===== config.mk =====
export PLATFORM = sky130hd
export DESIGN_NAME = roubus_wr_arbiter
export DESIGN_NICKNAME = d
export VERILOG_FILES = /design/src/rtl/roubus_wr_arbiter.sv
export SDC_FILE = /design/constraint.sdc
export NUM_CORES = 1
export LEC_CHECK = 0
export ABC_AREA = 0
export CORE_MARGIN = 4
export CORE_UTILIZATION = 31
export CTS_CLUSTER_SIZE = 28
export DETAILED_ROUTE_END_ITERATION = 10
export PLACE_DENSITY_LB_ADDON = 0.1
export SKIP_CTS_REPAIR_TIMING = 1
export SYNTH_ARGS = -nofsm -noshare
export SYNTH_HDL_FRONTEND = slang
export SYNTH_SLANG_ARGS = --single-unit

===== constraint.sdc =====
create_clock -name clk -period 2.1 [get_ports clk]
set_input_delay 0.315 -clock clk [delete_from_list [all_inputs] [get_ports clk]]
set_output_delay 0.315 -clock clk [all_outputs]
set_load 0.05 [all_outputs]

===== src/rtl/roubus_wr_arbiter.sv =====
// Packet-locked round-robin arbiter for the shared async_stage write port.
// Optional idle-holder watchdog enabled by defining ROUBUS_ARB_WATCHDOG_EN.
module roubus_wr_arbiter #(
   parameter int NREQ     = 4,
   parameter int WID      = 32,
   parameter int IDW      = 2,
   parameter int MAXBURST = 8,
   parameter int TMO      = 16
) (
   input  logic                  clk,
   input  logic                  rst,
   input  logic [NREQ-1:0]       req,
   input  logic [NREQ-1:0]       last,
   input  logic [NREQ*WID-1:0]   data,
   output logic [NREQ-1:0]       ack,
   output logic                  stage_writex,
   output logic [IDW+WID-1:0]    stage_wdata,
   input  logic                  stage_wfull,
   output logic                  grant_valid,
   output logic [IDW-1:0]        grant_id,
   output logic                  wdog_err
);

   if (NREQ < 2 || NREQ > 16 || (2**IDW) < NREQ || MAXBURST < 1 || MAXBURST > 255 ||
       TMO < 1 || TMO > 255) begin : g_bad_param
      $error("roubus_wr_arbiter: parameter out of range");
   end

   typedef enum logic {IDLE, BUSY} state_t;

   state_t         state;
   logic [IDW-1:0] rr_ptr;
   logic [7:0]     beat_cnt;

   logic           sel_req;
   logic           sel_last;
   logic [WID-1:0] sel_data;
   logic           fire;
   logic           found;
   logic [IDW-1:0] winner;
   logic [IDW-1:0] next_ptr;
   logic           wdog_to;

   always_comb begin
      sel_req  = 1'b0;
      sel_last = 1'b0;
      sel_data = '0;
      for (int unsigned i = 0; i < NREQ; i++) begin
         if (IDW'(i) == grant_id) begin
            sel_req  = req[i];
            sel_last = last[i];
            sel_data = data[i*WID +: WID];
         end
      end
   end

   // Two-pass scan: indices at or above rr_ptr first, then wrap to the low ones.
   always_comb begin
      found  = 1'b0;
      winner = '0;
      for (int unsigned i = 0; i < NREQ; i++) begin
         if (!found && req[i] && (i >= 32'(rr_ptr))) begin
            found  = 1'b1;
            winner = IDW'(i);
         end
      end
      for (int unsigned i = 0; i < NREQ; i++) begin
         if (!found && req[i]) begin
            found  = 1'b1;
            winner = IDW'(i);
         end
      end
   end

   assign next_ptr     = (grant_id == IDW'(NREQ-1)) ? '0 : grant_id + IDW'(1);
   assign fire         = (state == BUSY) && sel_req && !stage_wfull;
   assign stage_writex = fire;
   assign stage_wdata  = (state == BUSY) ? {grant_id, sel_data} : '0;

   always_comb begin
      ack = '0;
      for (int unsigned i = 0; i < NREQ; i++) begin
         ack[i] = fire && (IDW'(i) == grant_id);
      end
   end

`ifdef ROUBUS_ARB_WATCHDOG_EN
   logic [7:0] wdog_cnt;

   // Only cycles with the holder's req low count; full-stalls keep req high.
   assign wdog_to = (state == BUSY) && !sel_req && (wdog_cnt == 8'(TMO-1));

   always_ff @(posedge clk or posedge rst) begin
      if (rst) begin
         wdog_cnt <= '0;
         wdog_err <= 1'b0;
      end else begin
         wdog_err <= wdog_to;
         if (state != BUSY || sel_req || wdog_to) wdog_cnt <= '0;
         else                                     wdog_cnt <= wdog_cnt + 8'd1;
      end
   end
`else
   assign wdog_to  = 1'b0;
   assign wdog_err = 1'b0;
`endif

   always_ff @(posedge clk or posedge rst) begin
      if (rst) begin
         state       <= IDLE;
         grant_valid <= 1'b0;
         grant_id    <= '0;
         rr_ptr      <= '0;
         beat_cnt    <= '0;
      end else begin
         case (state)
            IDLE: begin
               if (found) begin
                  grant_id    <= winner;
                  grant_valid <= 1'b1;
                  beat_cnt    <= '0;
                  state       <= BUSY;
               end
            end
            BUSY: begin
               if (fire) begin
                  beat_cnt <= beat_cnt + 8'd1;
                  if (sel_last || beat_cnt == 8'(MAXBURST-1)) begin
                     state       <= IDLE;
                     grant_valid <= 1'b0;
                     rr_ptr      <= next_ptr;
                  end
               end else if (wdog_to) begin
                  state       <= IDLE;
                  grant_valid <= 1'b0;
                  rr_ptr      <= next_ptr;
               end
            end
            default: state <= IDLE;
         endcase
      end
   end

endmodule


[After elaboration in Yosys (flattened, before gate mapping)]
Cells that the tools add are included.
Cells by class
  add/subtract/negate cells: 2
  $lt $le $gt $ge: 3
  equal/unequal tests: 8
  multiplexer cells: 40
  bitwise gates (word level): 1
  reductions and logical operators: 30
Operators with widths (count)
  $mux 32: 4
  $mux 34: 1
  $mux 1: 23
  $logic_and 1x1->1: 16
  $mux 8: 2
  $pmux 8 s2: 1
  $mux 2: 7
  $add 8x1->8 const B: 1
  $eq 8x3->1 const B: 1
  $logic_not 1->1: 8
  $reduce_and 3->1: 2
  $eq 2x2->1 const A: 2
  $ge 1x2->1 const A: 2
  $ne 2x1->1 const B: 2
  $pmux 1 s2: 2
  $reduce_and 2->1: 2
  $add 2x1->2 const B: 1
  $eq 1x2->1 const A: 1
  $eq 2x2->1 const B: 1
  $ge 2x2->1 const A: 1
  $logic_not 2->1: 1
  $ne 2x2->1 const B: 1
  $logic_or 1x1->1: 1
  $not 1->1: 1
Storage, ports and cells
  flip-flop bits (word level): 14
  input bits: 139
  output and inout bits: 43
  logic and storage cells: 89

[Depth between registers and ports, before layout]
Gate-level depths: netlist of the first run.
  word-level depth: 28
  mapped depth: 8

[Least setup slack after synthesis of the first run]
Ideal clock, no wire load.
  path type: flip-flop to output port
  start: reg grant_id[1]
  end: out stage_wdata[31]
  arrival time: 2.825 ns
  data required time: 1.785 ns
  setup slack: -1.040 ns
  stages on the path, launching flop included: 9
  buffers on the path: 2
  path through: dfrtp_1 > inv_1 > ha_1 > buf_2 > clkbuf_1 > nand2_1 > a21oi_1 > a21oi_1 > o31ai_1
On the way
  longest elaborated chain between the ends: 6
  elaborated cells on any way between the ends: 9
Ends and longest elaborated chain
  start, declared: RTL line 20  | output logic [IDW-1:0] grant_id,
  start signal, assigned: RTL line 119  | grant_id <= winner;
  $logic_not 2->1: RTL line 49  | if (IDW'(i) == grant_id) begin
  $mux 32 (3 in a row): RTL line 49
  $mux 32 *: RTL line 49
  $mux 34 *: RTL line 78  | assign stage_wdata = (state == BUSY) ? {grant_id, sel_data} : '0;
  end, declared: RTL line 17  | output logic [IDW+WID-1:0] stage_wdata,
Every way passes the cells marked *; elsewhere a longest branch is shown, timed or not.

[Worst setup path after layout of the first run]
  start: reg grant_id[0]
  end: out stage_wdata[13]
Same word-level chain as after synthesis.

==> flow_summary_export.csv, run 1 <==
group,metric,value,unit
grt,antenna_found_initial,0,
timing,period_share,1.123,
grt,gr-total-overflow,0,
cts,htreeDepth,1,
placed_design,post-place-ws,0.005722,ns
setup_path,cp_top_family,"buffers and inverters",
power,p_sw,4.168,mW
hold_path,holdCritPathClass,"in2async",
timing,fin_worst_skew,0.003395,ns
yosys,synth.avg_cell_area,7.187,µm²
yosys,ys_dominant_reg_cell,"dfrtp_1",
setup_path,cp.arrival,2.04,ns
floorplanning,dieWidth,86.53,µm
setup_path,crit_path_end_kind,"output port",
detailed_routing,drc,0,
placed_design,place_area,4448,µm²
yosys,seq_area_frac_synth,0.1832,
setup_path,worst-endpoint-required,1.78,ns
setup_path,rrSetupSlack,0.03,ns
cts,root_buffer,"clkbuf_8",
timing,period_minus_slack,2.357,ns
detailed_routing,wl_per_cell,20.12,µm
setup_path,worst-path-buf-inv,3,
power,p_clk_frac,0.032,
yosys,synth_fp_nets,410,
finish,final_common_cell,"clkdlybuf4s50_1",
floorplanning,ios,182,
setup_path,max_stage_delay,0.45,ns
yosys,synth_warnings,0,
finish,finalNetCount,603,
floorplanning,placeableCoreArea,5956,µm²
cts,cts.sinks,14,
finish,syn2layout_area_growth,148.3,%
timing,holdWs,0.4278,ns
power,leakage,1.922,nW
timing,finalSetupViolCount,36,
power,peakVddDrop,1.331,mV
finish,mostFrequentLayoutCells,"141 x clkdlybuf4s50_1, 40 x buf_12, 38 x nand2_1",
finish,layout-drive-gt1-share,0.3210,
setup_path,path_cells,"inv_2 > ha_4 > nor2b_4 > clkbuf_16 > a22oi_1 > o21ai_1 > a22o_4 > buf_12",
finish,design_area,4747,µm²
finish,antenna_cells,0,
floorplanning,initial_utilization,0.3210,
grt,grt_max_degree,33,
detailed_routing,first_iter_violations,136,
setup_path,critPathMaxFanout,8,
placed_design,gp_congestion,0.9541,
grt,grt_pass1_vias,2897,
outcome,status,"finished with violations",
floorplanning,fp.dieH,86.53,µm
grt,grt_use_total,0.2467,
detailed_routing,final_antenna_net_count,0,
floorplanning,die_area,7487,µm²
detailed_routing,via_per_inst,5.480,
power,p_sw_frac,0.5034,
placed_design,hpwl,8050,µm
power,seqPwrFrac,0.056,
timing,relSlewSlack,0.6184,
grt,grt_pass1_wl,14680,µm
yosys,synth_edf_count,0,
floorplanning,rows,28,
yosys,synthTopCellsByArea,"dfrtp_1 18%, a22o_1 14%, a22oi_1 12%, o21ai_0 8.9%, nand2_1 7.9%",
timing,report.final.slew_viol_count,0,
timing,rsz0062_at_grt,"true",
yosys,synthCells,266,
setup_path,slowest_stage,"dfrtp_2",
timing,tns,-6.036,ns
detailed_routing,wl,10720,µm
finish,utilization,0.7971,
detailed_routing,vias,2921,
yosys,synth.cell_area,1912,µm²
cts,cts_tree,"built",
placed_design,io_buffers,180,
power,p_per_area,1744,nW/µm²
timing,fmax,0.4242,GHz
cts,clk_pin_slew,0.06,ns
yosys,synth_seq_cells,14,
cts,clk_path_buf_depth,2,
timing,hold_violations,0,
yosys,yosysTopAreaCellShare,0.1832,
outcome,violations,"negative setup slack",
yosys,post_synth_num_cell_types,46,
yosys,synth_async_sr_flop_share,1.000,
flow_run,max_cap_viol_count,0,
finish,n_fill_cell,383,
finish,layoutNonFillerInstCount,533,
cts,numCtsBuffers,3,
timing,worst_pin_slew,0.5717,ns
timing,setup_ws,-0.2573,ns
setup_path,crit_type,"reg2out",
power,p_int,4.113,mW
placed_design,placedCellCount,517,
setup_path,start_kind,"register",
detailed_routing,drtPass1Iterations,6,
power,total_power,8.281,mW
yosys,yosysTopAreaCell,"dfrtp_1",
cts,clkLatencyLatePin,0.25,ns
power,pwr-share-comb,0.912,
-- area by class of cell --
type                       instances  area, µm²  share of cell area
clock buffer                       4      55.05             0.01160
inverter                          14      58.81             0.01239
multi-input combinational        213       1673              0.3524
sequential                        14      352.8             0.07433
tap                               75      93.84             0.01977
timing repair buffer             213       2514              0.5295
-- cell families (layout without fill, tap and decap cells) --
family          count (synthesis)  count (layout)  share of synthesized area
compound gates                126             126                     0.4784
simple gates                   77              77                     0.1976
buf+inv                        39             231                    0.08049
flops                          14              14                     0.1832
fa+ha+maj                       5               5                    0.03272
mux                             3               3                    0.02094
other cells                     1               1                   0.001961
xor+xnor                        1               1                   0.004582
-- cell usage after synthesis, types with 5 or more instances --
library cell   n
a22o_1        31
nand2_1       40
dfrtp_1       14
nor2_1         7
a22oi_1       31
ha_1           5
a21oi_1        6
inv_1         14
clkbuf_1      20
nand3_1        6
o21ai_0       34
-- path summary, 6_finish.rpt --
kind	from	end	depth (start not counted)
hold reg to reg	beat_cnt[0]$_DFFE_PP0P_	beat_cnt[0]$_DFFE_PP0P_	1
max in group asynchronous	rst	grant_id[0]$_DFFE_PP0P_	2
hold / removal	rst	grant_valid$_DFFE_PP0P_	2
setup reg to reg	grant_id[0]$_DFFE_PP0P_	beat_cnt[4]$_DFFE_PP0P_	8
min in group clk	beat_cnt[0]$_DFFE_PP0P_	beat_cnt[0]$_DFFE_PP0P_	1
setup / recovery	grant_id[0]$_DFFE_PP0P_	stage_wdata[13]	8
-- power groups by stage --
stage / clock, mW / sequential, mW / combinational, mW
5_1_grt: 0.283 / 0.472 / 7.88
3_5_place_dp: 0 / 0.468 / 6.96
3_3_place_gp: 0 / 0.462 / 6.88
6_report: 0.264 / 0.461 / 7.56
2_1_floorplan: 0 / 0.525 / 3.83
4_1_cts: 0.268 / 0.463 / 6.98
-- registers in the layout, indices dropped and copies added, names as in the netlist --
name and count:
beat_cnt 8, grant_id 2, rr_ptr 2, grant_valid 1
state 1
-- metal layers --
metal / vias to the layer above / global-route usage / part of all wire
met5: - / 0 / 0
met4: 0 / 0.04391 / 0.014
met3: 12 / 0.05798 / 0.083
li1: 1392 / - / -
met1: 1359 / 0.2860 / 0.38
met2: 158 / 0.4618 / 0.52
-- worst reg2reg max path, cell delays in order (launching register included) --
cell and delay (ns):
dfrtp_2 0.45, inv_2 0.11, ha_4 0.14, nor2b_4 0.28, buf_6 0.21, buf_4 0.13, a21boi_2 0.07, or4_1 0.51
o221ai_1 0.08
Note: power is estimated with default switching activity, not from simulation.
==> run 2: changes to the inputs <==
CORE_UTILIZATION = 30   (was 31)
==> run 2 against run 1 <==
Net effect:
- the run still ends with negative setup slack left
- routed wire length up 14%
- clock-buffer cell count unchanged
- register-to-register slack worse by 0.02 ns
- largest cell class unchanged
==> flow_summary_export.csv, run 2 (same netlist as run 1, synthesis figures left out) <==
group,metric,value,unit
setup_path,rrSetupSlack,0.01,ns
grt,gr-total-overflow,0,
setup_path,crit_path_end_kind,"output port",
timing,period_minus_slack,2.358,ns
setup_path,cp_common_cell,"buf_12",
setup_path,critPathMaxFanout,7,
detailed_routing,vias,3167,
grt,grt_pass1_wl,14710,µm
timing,report.final.slew_viol_count,0,
power,p_per_area,1779,nW/µm²
detailed_routing,wl,12260,µm
detailed_routing,final_antenna_net_count,0,
cts,root_buffer,"clkbuf_8",
cts,numCtsBuffers,3,
floorplanning,fp.dieH,87.83,µm
grt,grt_pass1_vias,2919,
setup_path,cp_top_family,"buffers and inverters",
setup_path,cp_num_cells,9,
finish,mostFrequentLayoutCells,"141 x clkdlybuf4s50_1, 43 x buf_12, 37 x nand2_1",
timing,setup_ws,-0.2579,ns
finish,top_register,"beat_cnt",
timing,fmax,0.4241,GHz
finish,largest_reg_flops,8,
timing,period_share,1.123,
setup_path,crit_type,"reg2out",
timing,rsz0062_at_grt,"true",
setup_path,crit_start,"grant_id[0]$_DFFE_PP0P_",
finish,utilization,0.8361,
setup_path,worst-r2r-cell-count,8,
detailed_routing,wl_per_cell,22.50,µm
cts,clk_path_buf_depth,2,
setup_path,path_cells,"inv_4 > ha_4 > nor2b_4 > buf_12 > buf_6 > a22oi_2 > o21ai_1 > a22o_2 > buf_12",
grt,grt_use_total,0.2415,
cts,cts_tree,"built",
placed_design,place_area,4451,µm²
detailed_routing,via_per_inst,5.811,
outcome,status,"finished with violations",
power,leakage,2.031,nW
setup_path,slowest_stage,"dfrtp_2",
setup_path,r2r_start,"grant_id[1]$_DFFE_PP0P_",
setup_path,crit_path_end,"stage_wdata[20]",
cts,htreeDepth,1,
outcome,violations,"negative setup slack",
placed_design,hpwl,8128,µm
setup_path,max_stage_delay,0.46,ns
cts,clk_pin_slew,0.06,ns
timing,fin_worst_skew,0.006447,ns
hold_path,holdCritPathClass,"in2async",
timing,relSlewSlack,0.6190,
setup_path,worst-path-buf-inv,4,
floorplanning,die_area,7714,µm²
finish,final_common_cell,"clkdlybuf4s50_1",
floorplanning,rows,28,
finish,top_regs,"beat_cnt: 8 flops, grant_id: 2 flops, rr_ptr: 2 flops",
floorplanning,initial_utilization,0.3154,
power,peakVddDrop,1.495,mV
finish,syn2layout_area_growth,165.1,%
finish,antenna_cells,0,
placed_design,gp_congestion,0.8613,
grt,antenna_found_initial,0,
finish,layout-drive-gt1-share,0.3660,
finish,design_area,5067,µm²
setup_path,r2r-end,"rr_ptr[1]$_DFFE_PP0P_",
timing,hold_violations,0,
grt,grt_max_degree,41,
finish,finalNetCount,615,
flow_run,max_cap_viol_count,0,
finish,n_fill_cell,359,
timing,finalSetupViolCount,36,
cts,clkLatencyLatePin,0.25,ns
timing,worst_pin_slew,0.5709,ns
floorplanning,ios,182,
cts,cts.sinks,14,
setup_path,worst-endpoint-required,1.78,ns
placed_design,io_buffers,180,
setup_path,start_kind,"register",
floorplanning,dieWidth,87.83,µm
detailed_routing,first_iter_violations,174,
floorplanning,placeableCoreArea,6061,µm²
detailed_routing,drc,0,
detailed_routing,drtPass1Iterations,5,
setup_path,cp.arrival,2.04,ns
## run 2: per-layer routing
metal	GRT usage	vias up	routed length, µm	share of wire
met5	0	-	0	0
met4	0.07950	0	494	0.040
met3	0.06773	32	1218	0.099
met2	0.4308	219	6135	0.50
met1	0.2763	1493	4416	0.36
li1	-	1423	-	-
## run 2: metrics by stage
| stage | power, mW | cells | setup WS [ns] | hold WS (ns) | setup TNS [ns] |
|---|---|---|---|---|---|
| 6_report | 9.014 | 545 | -0.2579 | 0.4367 | -6.992 |
| 5_1_grt | 9.370 | 545 | -0.3425 | 0.4772 | -10.39 |
| 4_1_cts | 7.751 | 523 | -0.3461 | 0.4455 | -8.727 |
| 3_3_place_gp | 7.383 | 519 | -0.005169 | 0.4886 | -0.005169 |
| 3_5_place_dp | 7.460 | 519 | -0.06899 | 0.4980 | -0.4687 |
| 2_1_floorplan | 4.350 | 266 | -0.03808 | 0.2041 | -0.6918 |
## run 2: final cells by class
cell class	instances	area (µm²)	share of cell area
Timing Repair Buffer	225	2724	0.5375
Multi-Input combinational cell	213	1780	0.3514
Sequential cell	14	352.8	0.06963
Tap cell	75	93.84	0.01852
Inverter	14	61.31	0.01210
Clock buffer	4	55.05	0.01086
## run 2: how the worst min path moves through the flow
| stage | end | startpoint | depth (start not counted) | slack, ns |
|---|---|---|---|---|
| after floorplan | beat_cnt[0]$_DFFE_PP0P_ | rst | 1 | 0.20 |
| after global placement | grant_valid$_DFFE_PP0P_ | grant_valid$_DFFE_PP0P_ | 1 | 0.49 |
| after detailed placement | grant_valid$_DFFE_PP0P_ | grant_valid$_DFFE_PP0P_ | 1 | 0.50 |
| after CTS | beat_cnt[1]$_DFFE_PP0P_ | rst | 2 | 0.45 |
| after global routing | rr_ptr[1]$_DFFE_PP0P_ | rst | 2 | 0.48 |
| final | beat_cnt[1]$_DFFE_PP0P_ | rst | 2 | 0.44 |
## run 2: power breakdown
part	internal (mW)	switching [mW]	total, mW	leakage [nW]
Sequential	0.359	0.123	0.482	0.171
Clock	0.166	0.101	0.267	0.0288
Combinational	4.00	4.27	8.26	1.83
==> run 3: changes to the inputs <==
REMOVE_ABC_BUFFERS = 1   (was not set)
==> run 3 against run 2 <==
Net effect:
- the run still ends with negative setup slack left
- routed wire length fell by 19%
- via count fell by 7.9%
- final area fell by 14%
- setup slack improved by 0.087 ns
- critical path type unchanged
- clock power fell by 15%
- maximum frequency rose by 3.8%
- clock-buffer cell count fell by 1
- sequential share of layout area rose by 1.1 points
==> flow_summary_export.csv, run 3 (same netlist as run 1, synthesis figures left out) <==
group,metric,value,unit
finish,final_common_cell,"clkdlybuf4s50_1",
outcome,status,"finished with violations",
finish,top_regs,"beat_cnt: 8 flops, grant_id: 2 flops, rr_ptr: 2 flops",
finish,n_fill_cell,498,
grt,grt_pass1_vias,2729,
hold_path,holdCritPathClass,"in2async",
detailed_routing,first_iter_violations,201,
grt,gr-total-overflow,0,
grt,grt_pass1_wl,13890,µm
cts,clk_path_buf_depth,2,
timing,relSlewSlack,0.5993,
detailed_routing,drtPass1Iterations,5,
outcome,violations,"negative setup slack",
detailed_routing,via_per_inst,5.414,
grt,antenna_found_initial,0,
setup_path,critPathMaxFanout,19,
cts,htreeDepth,1,
finish,antenna_cells,0,
setup_path,crit_type,"reg2out",
floorplanning,initial_utilization,0.3154,
grt,grt_max_degree,41,
floorplanning,fp.dieH,87.83,µm
finish,top_register,"beat_cnt",
setup_path,cp.arrival,1.96,ns
floorplanning,rows,28,
setup_path,cp_top_family,"buffers and inverters",
detailed_routing,drc,0,
timing,fin_worst_skew,0.005385,ns
floorplanning,die_area,7714,µm²
timing,finalSetupViolCount,36,
placed_design,io_buffers,180,
cts,clkLatencyLatePin,0.25,ns
timing,hold_violations,0,
timing,worst_pin_slew,0.6004,ns
finish,mostFrequentLayoutCells,"141 x clkdlybuf4s50_1, 38 x nand2_1, 35 x buf_6",
finish,layoutNonFillerInstCount,539,
power,p_per_area,1584,nW/µm²
detailed_routing,vias,2918,
finish,layout-drive-gt1-share,0.2392,
floorplanning,ios,182,
grt,grt_use_total,0.2262,
timing,report.final.slew_viol_count,0,
setup_path,worst-path-buf-inv,3,
flow_run,max_cap_viol_count,0,
setup_path,worst-endpoint-required,1.78,ns
placed_design,placedCellCount,525,
detailed_routing,wl,9973,µm
timing,fmax,0.4403,GHz
timing,period_share,1.082,
setup_path,path_cells,"ha_4 > buf_4 > nor2b_4 > buf_12 > a22oi_1 > o21ai_0 > a22o_1 > buf_6",
cts,cts.sinks,14,
setup_path,crit_path_end_kind,"output port",
cts,clk_pin_slew,0.06,ns
finish,syn2layout_area_growth,127.0,%
floorplanning,placeableCoreArea,6061,µm²
timing,rsz0062_at_grt,"true",
timing,tns,-3.548,ns
floorplanning,dieWidth,87.83,µm
setup_path,max_stage_delay,0.45,ns
detailed_routing,final_antenna_net_count,0,
power,peakVddDrop,1.384,mV
power,leakage,1.799,nW
detailed_routing,wl_per_cell,18.50,µm
finish,finalNetCount,610,
cts,numCtsBuffers,3,
placed_design,hpwl,7802,µm
timing,setup_ws,-0.1714,ns
setup_path,start_kind,"register",
cts,root_buffer,"clkbuf_8",
setup_path,slowest_stage,"dfrtp_2",
timing,period_minus_slack,2.271,ns
finish,largest_reg_flops,8,
placed_design,gp_congestion,0.9073,
cts,cts_tree,"built",
[run 3: stage by stage]
stage                     area, µm²  worst slack (ns)  power, mW    util  hold slack, ns
after floorplan                1810            -1.564      3.800       -          0.2042
after global placement         3959          -0.01862      5.890  0.6532          0.4846
after detailed placement       3959          -0.05731      5.930  0.6532          0.4831
after CTS                      4000           -0.3311      6.169  0.6600          0.4464
after global routing           4340           -0.2372      7.226  0.7161          0.4791
final                          4340           -0.1714      6.876  0.7161          0.4330
[run 3: area by class of cell]
type / instances / area (µm²) / share of cell area
repair buffers: 220 / 2278 / 0.5249
multi-input cells: 213 / 1520 / 0.3502
flip-flops and latches: 14 / 351.6 / 0.08100
well taps: 75 / 93.84 / 0.02162
inverters: 14 / 55.05 / 0.01268
clock buffers: 3 / 41.29 / 0.009513
[run 3: path summary, 6_finish.rpt]
kind                                              start                      end  slack (ns)  cells past startpoint
worst max-delay path            grant_id[0]$_DFFE_PP0P_          stage_wdata[28]       -0.17                      8
worst min-delay path                                rst  beat_cnt[0]$_DFFE_PP0P_        0.43                      2
worst max register to register  grant_id[0]$_DFFE_PP0P_    rr_ptr[0]$_DFFE_PP0P_        0.06                      6
worst min register to register  grant_valid$_DFFE_PP0P_  grant_valid$_DFFE_PP0P_        0.50                      1
max in group asynchronous                           rst  grant_id[0]$_DFFE_PP0P_        1.24                      2
min in group clk                grant_valid$_DFFE_PP0P_  grant_valid$_DFFE_PP0P_        0.50                      1
[run 3: power breakdown]
part           leakage (nW)  internal (mW)  switching [mW]  total, mW
sequential            0.172          0.357           0.104      0.461
clock                0.0216          0.127           0.101      0.228
combinational          1.61           2.59            3.60       6.19
total                  1.80           3.07            3.81       6.88
[run 3: routing by layer]
layer  GRT usage  share of wire
met5           0              0
met4     0.05300          0.022
met3     0.05644          0.092
met2      0.4048           0.50
met1      0.2707           0.38
